## config.mk

```make
export PLATFORM = sky130hd
export DESIGN_NAME = tlul_copy_master
export DESIGN_NICKNAME = d
export VERILOG_FILES = /design/src/rtl/tlul_copy_master.sv
export SDC_FILE = /design/constraint.sdc
export NUM_CORES = 1
export LEC_CHECK = 0
export ABC_AREA = 1
export BUFFER_PORTS_ARGS = -buffer_cell sky130_fd_sc_hd__clkbuf_2
export CAP_MARGIN = 20
export CORE_MARGIN = 4
export CORE_UTILIZATION = 30
export DETAILED_ROUTE_END_ITERATION = 7
export HOLD_SLACK_MARGIN = 0.06
export PLACE_DENSITY_LB_ADDON = 0.3
export RECOVER_POWER = 100
export SETUP_SLACK_MARGIN = 0.15
export SYNTH_ARGS = -nofsm -noshare
export SYNTH_HDL_FRONTEND = slang
export SYNTH_SLANG_ARGS = --single-unit
```

## constraint.sdc

```tcl
create_clock -name clk -period 2.73 [get_ports clk]
set_input_delay 0.546 -clock clk [delete_from_list [all_inputs] [get_ports clk]]
set_output_delay 0.546 -clock clk [all_outputs]
set_load 0.01 [all_outputs]
```

## src/rtl/tlul_copy_master.sv

```systemverilog
// TL-UL initiator that copies a block of 64-bit words using one Get and one
// PutFullData per word, with exactly one transaction in flight at any time.
module tlul_copy_master #(
  parameter int TL_AW     = 32,
  parameter int TL_DW     = 64,
  parameter int TL_AIW    = 8,
  parameter int TL_SZW    = 3,
  parameter int TL_DIW    = 1,
  parameter int TL_DBW    = TL_DW / 8,
  parameter int SOURCE_ID = 0,
  parameter int LEN_W     = 16,
  parameter int TIMEOUT   = 1024
) (
  input  logic              clk,
  input  logic              rst,
  input  logic              start_i,
  input  logic [TL_AW-1:0]  src_addr_i,
  input  logic [TL_AW-1:0]  dst_addr_i,
  input  logic [LEN_W-1:0]  len_i,
  output logic              busy_o,
  output logic              done_o,
  output logic              error_o,
  output logic [2:0]        master_a_opcode,
  output logic [2:0]        master_a_param,
  output logic [TL_SZW-1:0] master_a_size,
  output logic [TL_AIW-1:0] master_a_source,
  output logic [TL_AW-1:0]  master_a_address,
  output logic [TL_DBW-1:0] master_a_mask,
  output logic [TL_DW-1:0]  master_a_data,
  output logic              master_a_corrupt,
  output logic              master_a_valid,
  input  logic              master_a_ready,
  input  logic [2:0]        master_d_opcode,
  input  logic [1:0]        master_d_param,
  input  logic [TL_SZW-1:0] master_d_size,
  input  logic [TL_DIW-1:0] master_d_sink,
  input  logic [TL_AIW-1:0] master_d_source,
  input  logic              master_d_denied,
  input  logic [TL_DW-1:0]  master_d_data,
  input  logic              master_d_corrupt,
  input  logic              master_d_valid,
  output logic              master_d_ready
);

  localparam logic [TL_AIW-1:0] SRC_ID     = TL_AIW'(SOURCE_ID);
  localparam int                TMR_W      = $clog2(TIMEOUT + 1);
  localparam logic [TMR_W-1:0]  TMR_LAST   = TMR_W'(TIMEOUT - 1);
  localparam logic [TL_AW-1:0]  WORD_BYTES = TL_AW'(8);

  typedef enum logic [2:0] {
    IDLE   = 3'd0,
    RD_REQ = 3'd1,
    RD_RSP = 3'd2,
    WR_REQ = 3'd3,
    WR_RSP = 3'd4,
    FINISH = 3'd5
  } state_t;

  state_t             state_q, state_d;
  logic [TL_AW-1:0]   src_q, src_d;
  logic [TL_AW-1:0]   dst_q, dst_d;
  logic [LEN_W-1:0]   cnt_q, cnt_d;
  logic [TL_DW-1:0]   wdata_q, wdata_d;
  logic               err_q, err_d;
  logic [TMR_W-1:0]   timer_q, timer_d;
  logic               rd_ok, wr_ok;

  // Response fields the copy does not depend on.
  logic unused_d_fields;
  assign unused_d_fields = ^{master_d_param, master_d_size, master_d_sink};

  assign rd_ok = (master_d_opcode == 3'h1) && (master_d_source == SRC_ID) &&
                 !master_d_denied && !master_d_corrupt;
  assign wr_ok = (master_d_opcode == 3'h0) && (master_d_source == SRC_ID) &&
                 !master_d_denied;

  always_ff @(posedge clk) begin
    if (rst) begin
      state_q <= IDLE;
      src_q   <= '0;
      dst_q   <= '0;
      cnt_q   <= '0;
      wdata_q <= '0;
      err_q   <= 1'b0;
      timer_q <= '0;
    end else begin
      state_q <= state_d;
      src_q   <= src_d;
      dst_q   <= dst_d;
      cnt_q   <= cnt_d;
      wdata_q <= wdata_d;
      err_q   <= err_d;
      timer_q <= timer_d;
    end
  end

  always_comb begin
    state_d        = state_q;
    src_d          = src_q;
    dst_d          = dst_q;
    cnt_d          = cnt_q;
    wdata_d        = wdata_q;
    err_d          = err_q;
    timer_d        = timer_q;
    master_a_valid = 1'b0;
    master_d_ready = 1'b0;
    case (state_q)
      IDLE: begin
        if (start_i) begin
          src_d = src_addr_i;
          dst_d = dst_addr_i;
          cnt_d = len_i;
          err_d = 1'b0;
          if ((src_addr_i[2:0] != 3'd0) || (dst_addr_i[2:0] != 3'd0)) begin
            err_d   = 1'b1;
            state_d = FINISH;
          end else if (len_i == '0) begin
            state_d = FINISH;
          end else begin
            state_d = RD_REQ;
          end
        end
      end
      RD_REQ: begin
        master_a_valid = 1'b1;
        if (master_a_ready) begin
          state_d = RD_RSP;
          timer_d = '0;
        end
      end
      RD_RSP: begin
        master_d_ready = 1'b1;
        if (master_d_valid) begin
          wdata_d = master_d_data;
          if (rd_ok) begin
            state_d = WR_REQ;
          end else begin
            err_d   = 1'b1;
            state_d = FINISH;
          end
        end else if (timer_q == TMR_LAST) begin
          err_d   = 1'b1;
          state_d = FINISH;
        end else begin
          timer_d = timer_q + TMR_W'(1);
        end
      end
      WR_REQ: begin
        master_a_valid = 1'b1;
        if (master_a_ready) begin
          state_d = WR_RSP;
          timer_d = '0;
        end
      end
      WR_RSP: begin
        master_d_ready = 1'b1;
        if (master_d_valid) begin
          if (wr_ok) begin
            // Addresses wrap silently at the top of the address space.
            src_d   = src_q + WORD_BYTES;
            dst_d   = dst_q + WORD_BYTES;
            cnt_d   = cnt_q - LEN_W'(1);
            state_d = (cnt_q == LEN_W'(1)) ? FINISH : RD_REQ;
          end else begin
            err_d   = 1'b1;
            state_d = FINISH;
          end
        end else if (timer_q == TMR_LAST) begin
          err_d   = 1'b1;
          state_d = FINISH;
        end else begin
          timer_d = timer_q + TMR_W'(1);
        end
      end
      FINISH: begin
        state_d = IDLE;
      end
      default: begin
        state_d = IDLE;
      end
    endcase
  end

  // A-channel fields are pure functions of held registers, so they stay
  // stable for as long as a request waits on a_ready.
  assign master_a_opcode  = (state_q == WR_REQ) ? 3'h0 : 3'h4;
  assign master_a_param   = 3'h0;
  assign master_a_size    = TL_SZW'(3);
  assign master_a_source  = SRC_ID;
  assign master_a_address = (state_q == WR_REQ) ? dst_q : src_q;
  assign master_a_mask    = '1;
  assign master_a_data    = (state_q == WR_REQ) ? wdata_q : '0;
  assign master_a_corrupt = 1'b0;

  assign busy_o  = (state_q != IDLE);
  assign done_o  = (state_q == FINISH);
  assign error_o = err_q;

endmodule

```

==> out/results.txt, run 1 <==
status - completed
Fin Clk Skew - 0.0156 ns
Core Region - 31900 µm²
CTS sink count - 159
Ys Warns - 0
DP Wirelength - 24.9 mm
antenna violations before repair - 2
largest net degree at the start of global routing - 113
clk slew on worst S/H paths - 0.07 ns
die height - 189 µm
reg2reg path depth - 9
drt pass-1 iters - 7
postcts setup bufs - 0
CTS Buf Count - 17
CTS max path bufs - 2
Mapped Cells - 1645
Worst setup EP type - primary output
max_cap viols - 0
fmax - 397 MHz
Compound-Gate Fraction of Synth Area - 0.180
Distinct cells, synth - 35
via count of the first global-routing pass - 10.2k
fillers - 3605
Antenna Cells - 0
worst reg2reg path endpoint - cnt_q[10]
Seq. cell area - 3180 µm²
async set-reset flop share out of synthesis - 0
largest area contributor in the netlist - dfxtp_1
Worst Setup Start Kind - flop
PortBufs - 263
xor/xnor share of the synthesized area - 0.0143
number of synthesized flops with an enable pin - 0
adder-cell share of the synthesized area - 0.00640
Post-Syn Area - 9780 µm²
first-pass GRT wire length - 53.7 mm
flop2flop setup slack - 0.35 ns
final slew viol count - 0
DRC errors left - 0
post-synth top area share - 0.326
First DRT Iteration DRCs - 846
largest family of logic cells by synthesized area - simple AND/OR/NAND/NOR gates
critical-path cell list - inv_1, nor2_1, nand2_4, buf_12, o21ai_0, clkbuf_2
crit path max-delay cell type - dfxtp_1
antenna-violating nets left - 0
end point of the critical path - master_a_address[21]
CP max FO - 68
CTS tree - done
Layout Nets - 2035
Worst setup startpoint - state_q[1]
class of the worst hold path - input port to flop
final worst path period share - 0.922
LEAKAGE - 0.00462 µW
Post-CTS Hold Fix Bufs - 0
Die ar. - 35500 µm²
Slew @ Worst Pin - 1.05 ns
area delta synth->final - 20.8%
Initial Util - 0.307
top_reg_cell synth - dfxtp_1
Worst IR Drop VDD - 0.777 mV
Final min period - 2.52 ns
H-tree levels - 4
RePlAce Congestion - 0.905
per-cell routed wire length - 14.9 µm
Avg Inst Size Synth - 5.94 µm²
Avg Vias per Cell - 4.75
CP arrival - 1.97 ns
mux contribution to synthesized area - 0.00102
share of cells above drive strength 1 - 0.129
setup_tns - 0 ns
GRT Residual Overflow - 0
slew margin rel. - 0.302
CP required - 2.18 ns
Worst Hold Margin - 0.402 ns
CP peak stage delay - 0.35 ns
Die Wd - 189 µm
reg2reg start - state_q[0]
pwr dens - 859 nW/µm²
Final setup violation count - 0
Post-Route WL - 34.4 mm
num ports - 295
post-synthesis simple-gate area fraction - 0.349
gr usage total - 0.185
Synth Register Bits - 159
final hold violations - 0
crit path kind - flop to primary output
vias post-DR - 11.0k
later-pin clock latency in the skew report - 0.43 ns
multi-input logic area - 5460 µm²
row count - 65
unrepaired setup endpoints after global routing - true
Seq/Total Area, Yosys - 0.326
clk root buf - clkbuf_16
top cells by area, synth - dfxtp_1, nand2_1, nor2_1, a21oi_1, o21ai_0
-- what timing repair did --
action                                  CTS  global route
resized for setup                         1            13
pin swaps                                 0             0
cloned                                    0             0
endpoints found under the setup margin    1            14
-- worst min path at each step --
stage / startpoint / end / cells past startpoint
after CTS: master_d_data[52] / wdata_q[52] / 3
after floorplan: src_q[0] / src_q[0] / 2
after detailed placement: src_q[1] / src_q[1] / 2
final: master_d_data[52] / wdata_q[52] / 3
after global placement: src_q[0] / src_q[0] / 2
after global routing: master_d_data[23] / wdata_q[23] / 3
-- sequential cells by signal, indices dropped and copies added (netlist names) --
name / count
cnt_q: 16
dst_q: 32
error_o: 1
src_q: 32
state_q: 3
timer_q: 11
wdata_q: 64
-- routing by layer --
metal  routed length [µm]  global-route usage
met1                15800               0.246
met2                15100               0.300
met3                 2550              0.0395
met4                  861              0.0617
met5                   28                   0
-- logic make-up after synthesis --
kind of cell | count (synthesis)
flops | 159
simple gates | 841
xor+xnor | 16
fa+ha+maj | 5
other cells | 2
buf+inv | 276
mux | 1
compound gates | 345
-- layout by cell type, fill, tap and decap left out, types with 2 or more instances in the layout --
cell | netlist | final
clkinvlp_4 | 0 | 2
a21oi_1 | 171 | 171
o21ai_1 | 2 | 8
a31oi_1 | 2 | 2
inv_2 | 8 | 5
inv_6 | 0 | 2
xor2_1 | 13 | 13
inv_1 | 162 | 164
buf_4 | 30 | 5
clkbuf_1 | 39 | 97
nand3_1 | 103 | 104
clkbuf_8 | 0 | 2
nor2_1 | 278 | 279
a22oi_1 | 6 | 6
xnor2_1 | 3 | 3
o21ai_0 | 160 | 154
buf_12 | 0 | 4
clkbuf_16 | 0 | 17
nand2_4 | 1 | 2
nand4_1 | 8 | 8
dfxtp_1 | 159 | 159
o211ai_1 | 2 | 2
nor3_1 | 6 | 6
conb_1 | 2 | 25
or2_2 | 11 | 11
clkinv_4 | 0 | 4
clkinv_2 | 0 | 2
nand2_1 | 422 | 422
nand3b_1 | 4 | 4
bufinv_16 | 0 | 3
clkbuf_2 | 0 | 175
ha_1 | 5 | 5
nor2_2 | 2 | 2
-- layout make-up --
class / count / share of cell area
repair buffers: 280 / 0.115
multi-input cells: 1233 / 0.463
clock inverters: 11 / 0.0131
inverters: 171 / 0.0548
well taps: 435 / 0.0461
clock buffers: 21 / 0.0390
flip-flops and latches: 159 / 0.269
-- report_power, final --
| group | internal, µW | switching, µW | total, µW |
|---|---|---|---|
| Clock | 1500 | 1060 | 2560 |
| Combinational | 1340 | 2840 | 4180 |
| Sequential | 2840 | 561 | 3400 |
| Total | 5690 | 4460 | 10200 |
-- synth_stat cells, types with 5 or more instances --
library cell,instances
nand2_1,422
or2_2,11
nor3_1,6
ha_1,5
a21oi_1,171
nor2_1,278
a22oi_1,6
nand3_1,103
clkbuf_1,39
dfxtp_1,159
buf_2,29
buf_4,30
inv_2,8
o21ai_0,160
xor2_1,13
nand4_1,8
inv_1,162
-- worst max-delay path, delay by kind of cell (launching register included) --
family | cells | cell delay [ns]
buffers and inverters | 3 | 0.50
DFF | 1 | 0.35
and+or+nand+nor | 2 | 0.35
AOI/OAI and AO/OA | 1 | 0.33
-- through the flow --
step	power (µW)	setup slack [ns]	cells	cell area, µm²	util
floorplan	6380	0.968	1668	9860	-
detailed placement	7710	0.416	2278	11400	0.356
CTS	10300	0.154	2310	12000	0.376
finish	10200	0.213	2310	11800	0.370
global placement	7620	0.433	2278	11400	0.356
global route	11000	0.0642	2310	11800	0.370
No activity file was read; power rests on OpenSTA's default activity.
==> inputs of run 2 (changes only) <==
--- a/config.mk
+++ b/config.mk
@@ -11,8 +11,6 @@
 export CORE_MARGIN = 4
 export CORE_UTILIZATION = 30
 export DETAILED_ROUTE_END_ITERATION = 7
-export HOLD_SLACK_MARGIN = 0.06
-export PLACE_DENSITY_LB_ADDON = 0.3
 export RECOVER_POWER = 100
 export SETUP_SLACK_MARGIN = 0.15
 export SYNTH_ARGS = -nofsm -noshare
==> out/results.txt, run 2 (synthesis gave the netlist of run 1 again) <==
status - completed (unchanged)
CTS tree - done (unchanged)
Hold Crit Start - master_d_data[48] (was master_d_data[52])
largest net degree at the start of global routing - 113 (unchanged)
area delta synth->final - 20.9% (was 20.8%)
Worst setup EP type - primary output (unchanged)
GRT Residual Overflow - 0 (unchanged)
per-cell routed wire length - 14.7 µm (was 14.9 µm)
Antenna Cells - 0 (unchanged)
Post-CTS Hold Fix Bufs - 0 (unchanged)
setup_tns - 0 ns (unchanged)
Layout Nets - 2041 (was 2035)
Final setup violation count - 0 (unchanged)
Hold Path End - wdata_q[48] (was wdata_q[52])
worst path bufs/invs - 3 (unchanged)
final hold violations - 0 (unchanged)
Top delay family on crit path - buffers and inverters (unchanged)
most common cell after layout, fill and taps aside - nand2_1 (unchanged)
Die Wd - 189 µm (unchanged)
CTS Buf Count - 17 (unchanged)
CP arrival - 1.99 ns (was 1.97 ns)
Finished Cell Area - 11800 µm² (about the same)
biggest regs - wdata_q x64, dst_q x32, src_q x32 (unchanged)
crit path kind - flop to primary output (unchanged)
PortBufs - 263 (unchanged)
flop2flop setup slack - 0.36 ns (was 0.35 ns)
reg2reg start - state_q[0] (unchanged)
final slew viol count - 0 (unchanged)
Core Region - 31900 µm² (unchanged)
row count - 65 (unchanged)
antenna-violating nets left - 0 (unchanged)
worst reg2reg path endpoint - cnt_q[10] (unchanged)
max_cap viols - 0 (unchanged)
Largest Register - wdata_q (unchanged)
crit path max-delay cell type - dfxtp_1 (unchanged)
Slew @ Worst Pin - 0.881 ns (was 1.05 ns)
Initial Util - 0.307 (unchanged)
slew margin rel. - 0.413 (was 0.302)
clk root buf - clkbuf_16 (unchanged)
vias post-DR - 11.0k (about the same)
CTS max path bufs - 2 (unchanged)
first-pass GRT wire length - 53.2 mm (was 53.7 mm)
Worst IR Drop VDD - 0.915 mV (was 0.777 mV)
First DRT Iteration DRCs - 712 (was 846)
class of the worst hold path - input port to flop (unchanged)
gr usage total - 0.184 (was 0.185)
worst hold stages - 3 (unchanged)
CP peak stage delay - 0.33 ns (was 0.35 ns)
Worst Setup Start Kind - flop (unchanged)
Fin Clk Skew - 0.0125 ns (was 0.0156 ns)
H-tree levels - 4 (unchanged)
Avg Vias per Cell - 4.74 (was 4.75)
Final min period - 2.53 ns (was 2.52 ns)
area of placed instances - 11300 µm² (was 11400 µm²)
Die ar. - 35500 µm² (unchanged)
drt pass-1 iters - 7 (unchanged)
most frequent cells in the layout - nand2_1, nor2_1, clkbuf_2 (unchanged)
fmax - 395 MHz (was 397 MHz)
RePlAce Congestion - 0.898 (was 0.905)
pwr dens - 847 nW/µm² (was 859 nW/µm²)
LEAKAGE - 0.00461 µW (was 0.00462 µW)
critical-path cell list - inv_1, nor2_2, nand2_4, buf_6, o21ai_0, clkbuf_1 (was inv_1, nor2_1, nand2_4, buf_12, o21ai_0, clkbuf_2)
DP Wirelength - 24.4 mm (was 24.9 mm)
antenna violations before repair - 0 (was 2)
CTS sink count - 159 (unchanged)
via count of the first global-routing pass - 10.2k (about the same)
reg2reg path depth - 9 (unchanged)
later-pin clock latency in the skew report - 0.44 ns (was 0.43 ns)
unrepaired setup endpoints after global routing - true (unchanged)
CP max FO - 56 (was 68)
clk slew on worst S/H paths - 0.06 ns (was 0.07 ns)
share of cells above drive strength 1 - 0.130 (was 0.129)
final worst path period share - 0.927 (was 0.922)
die height - 189 µm (unchanged)
num ports - 295 (unchanged)
max reg flops - 64 (unchanged)
Post-Route WL - 34.1 mm (was 34.4 mm)
DRC errors left - 0 (unchanged)
CP required - 2.18 ns (about the same)
run 2: cell types whose count changed in the layout (fill, tap and decap cells not counted), moves of 2 or more:
cell	change
inv_6	-2
clkinv_4	-4
buf_6	+3
buf_4	+3
clkinv_2	+2
clkinvlp_2	+2
buf_12	-2
clkinvlp_4	+3
run 2: where the power goes:
part / total (µW) / switching, µW / internal [µW]
Clock: 2400 / 1010 / 1390
Sequential: 3430 / 586 / 2840
Combinational: 4170 / 2790 / 1380
Total: 10000 / 4390 / 5620
run 2: layout make-up:
class / count / area, µm²
Fill cell: 3614 / 20100
Multi-Input combinational cell: 1234 / 5470
Sequential cell: 159 / 3180
Timing Repair Buffer: 284 / 1400
Inverter: 171 / 644
Tap cell: 435 / 544
Clock buffer: 22 / 464
Clock inverter: 10 / 113
Timing Repair inverter: 1 / 5.00
run 2: worst reg2reg max path, delay by kind of cell (launching register included):
family | cells | cell delay, ns
AO/OA/AOI/OAI | 2 | 0.42
buffers and inverters | 2 | 0.77
flip-flops | 1 | 0.39
AND/OR/NAND/NOR | 5 | 0.68
run 2: worst max path at each step:
| stage | startpoint | end | slack [ns] | cells past startpoint |
|---|---|---|---|---|
| 6_report | state_q[1] | master_a_address[2] | 0.20 | 6 |
| 3_3_place_gp | master_d_valid | src_q[7] | 0.45 | 9 |
| 5_1_grt | state_q[1] | master_a_address[25] | 0.06 | 6 |
| 3_5_place_dp | master_d_valid | dst_q[24] | 0.41 | 9 |
| 4_1_cts | state_q[1] | master_a_address[22] | 0.15 | 6 |
| 2_1_floorplan | state_q[1] | master_a_data[24] | 0.97 | 7 |
run 2: what timing repair did:
item,4_1_cts,5_1_grt
cloned,2,0
endpoints found under the setup margin,12,13
setup buffers,2,3
resized for setup,5,7
pin swaps,0,0
run 2: per-stage QoR:
| step | utilization | worst slack (ns) | hold WS (ns) | cells | total power, µW |
|---|---|---|---|---|---|
| floorplan | - | 0.968 | 0.424 | 1668 | 6380 |
| global placement | 0.355 | 0.450 | 0.432 | 2276 | 7600 |
| detailed placement | 0.355 | 0.406 | 0.439 | 2276 | 7670 |
| CTS | 0.375 | 0.153 | 0.369 | 2312 | 10200 |
| global route | 0.371 | 0.0555 | 0.396 | 2316 | 10900 |
| finish | 0.371 | 0.198 | 0.398 | 2316 | 10000 |
run 2: metal layers:
layer / part of all wire / global-route usage / up-vias
li1: - / - / 5620
met1: 0.46 / 0.243 / 4891
met2: 0.44 / 0.297 / 418
met3: 0.074 / 0.0408 / 46
met4: 0.022 / 0.0667 / 0
met5: 0 / 0 / -
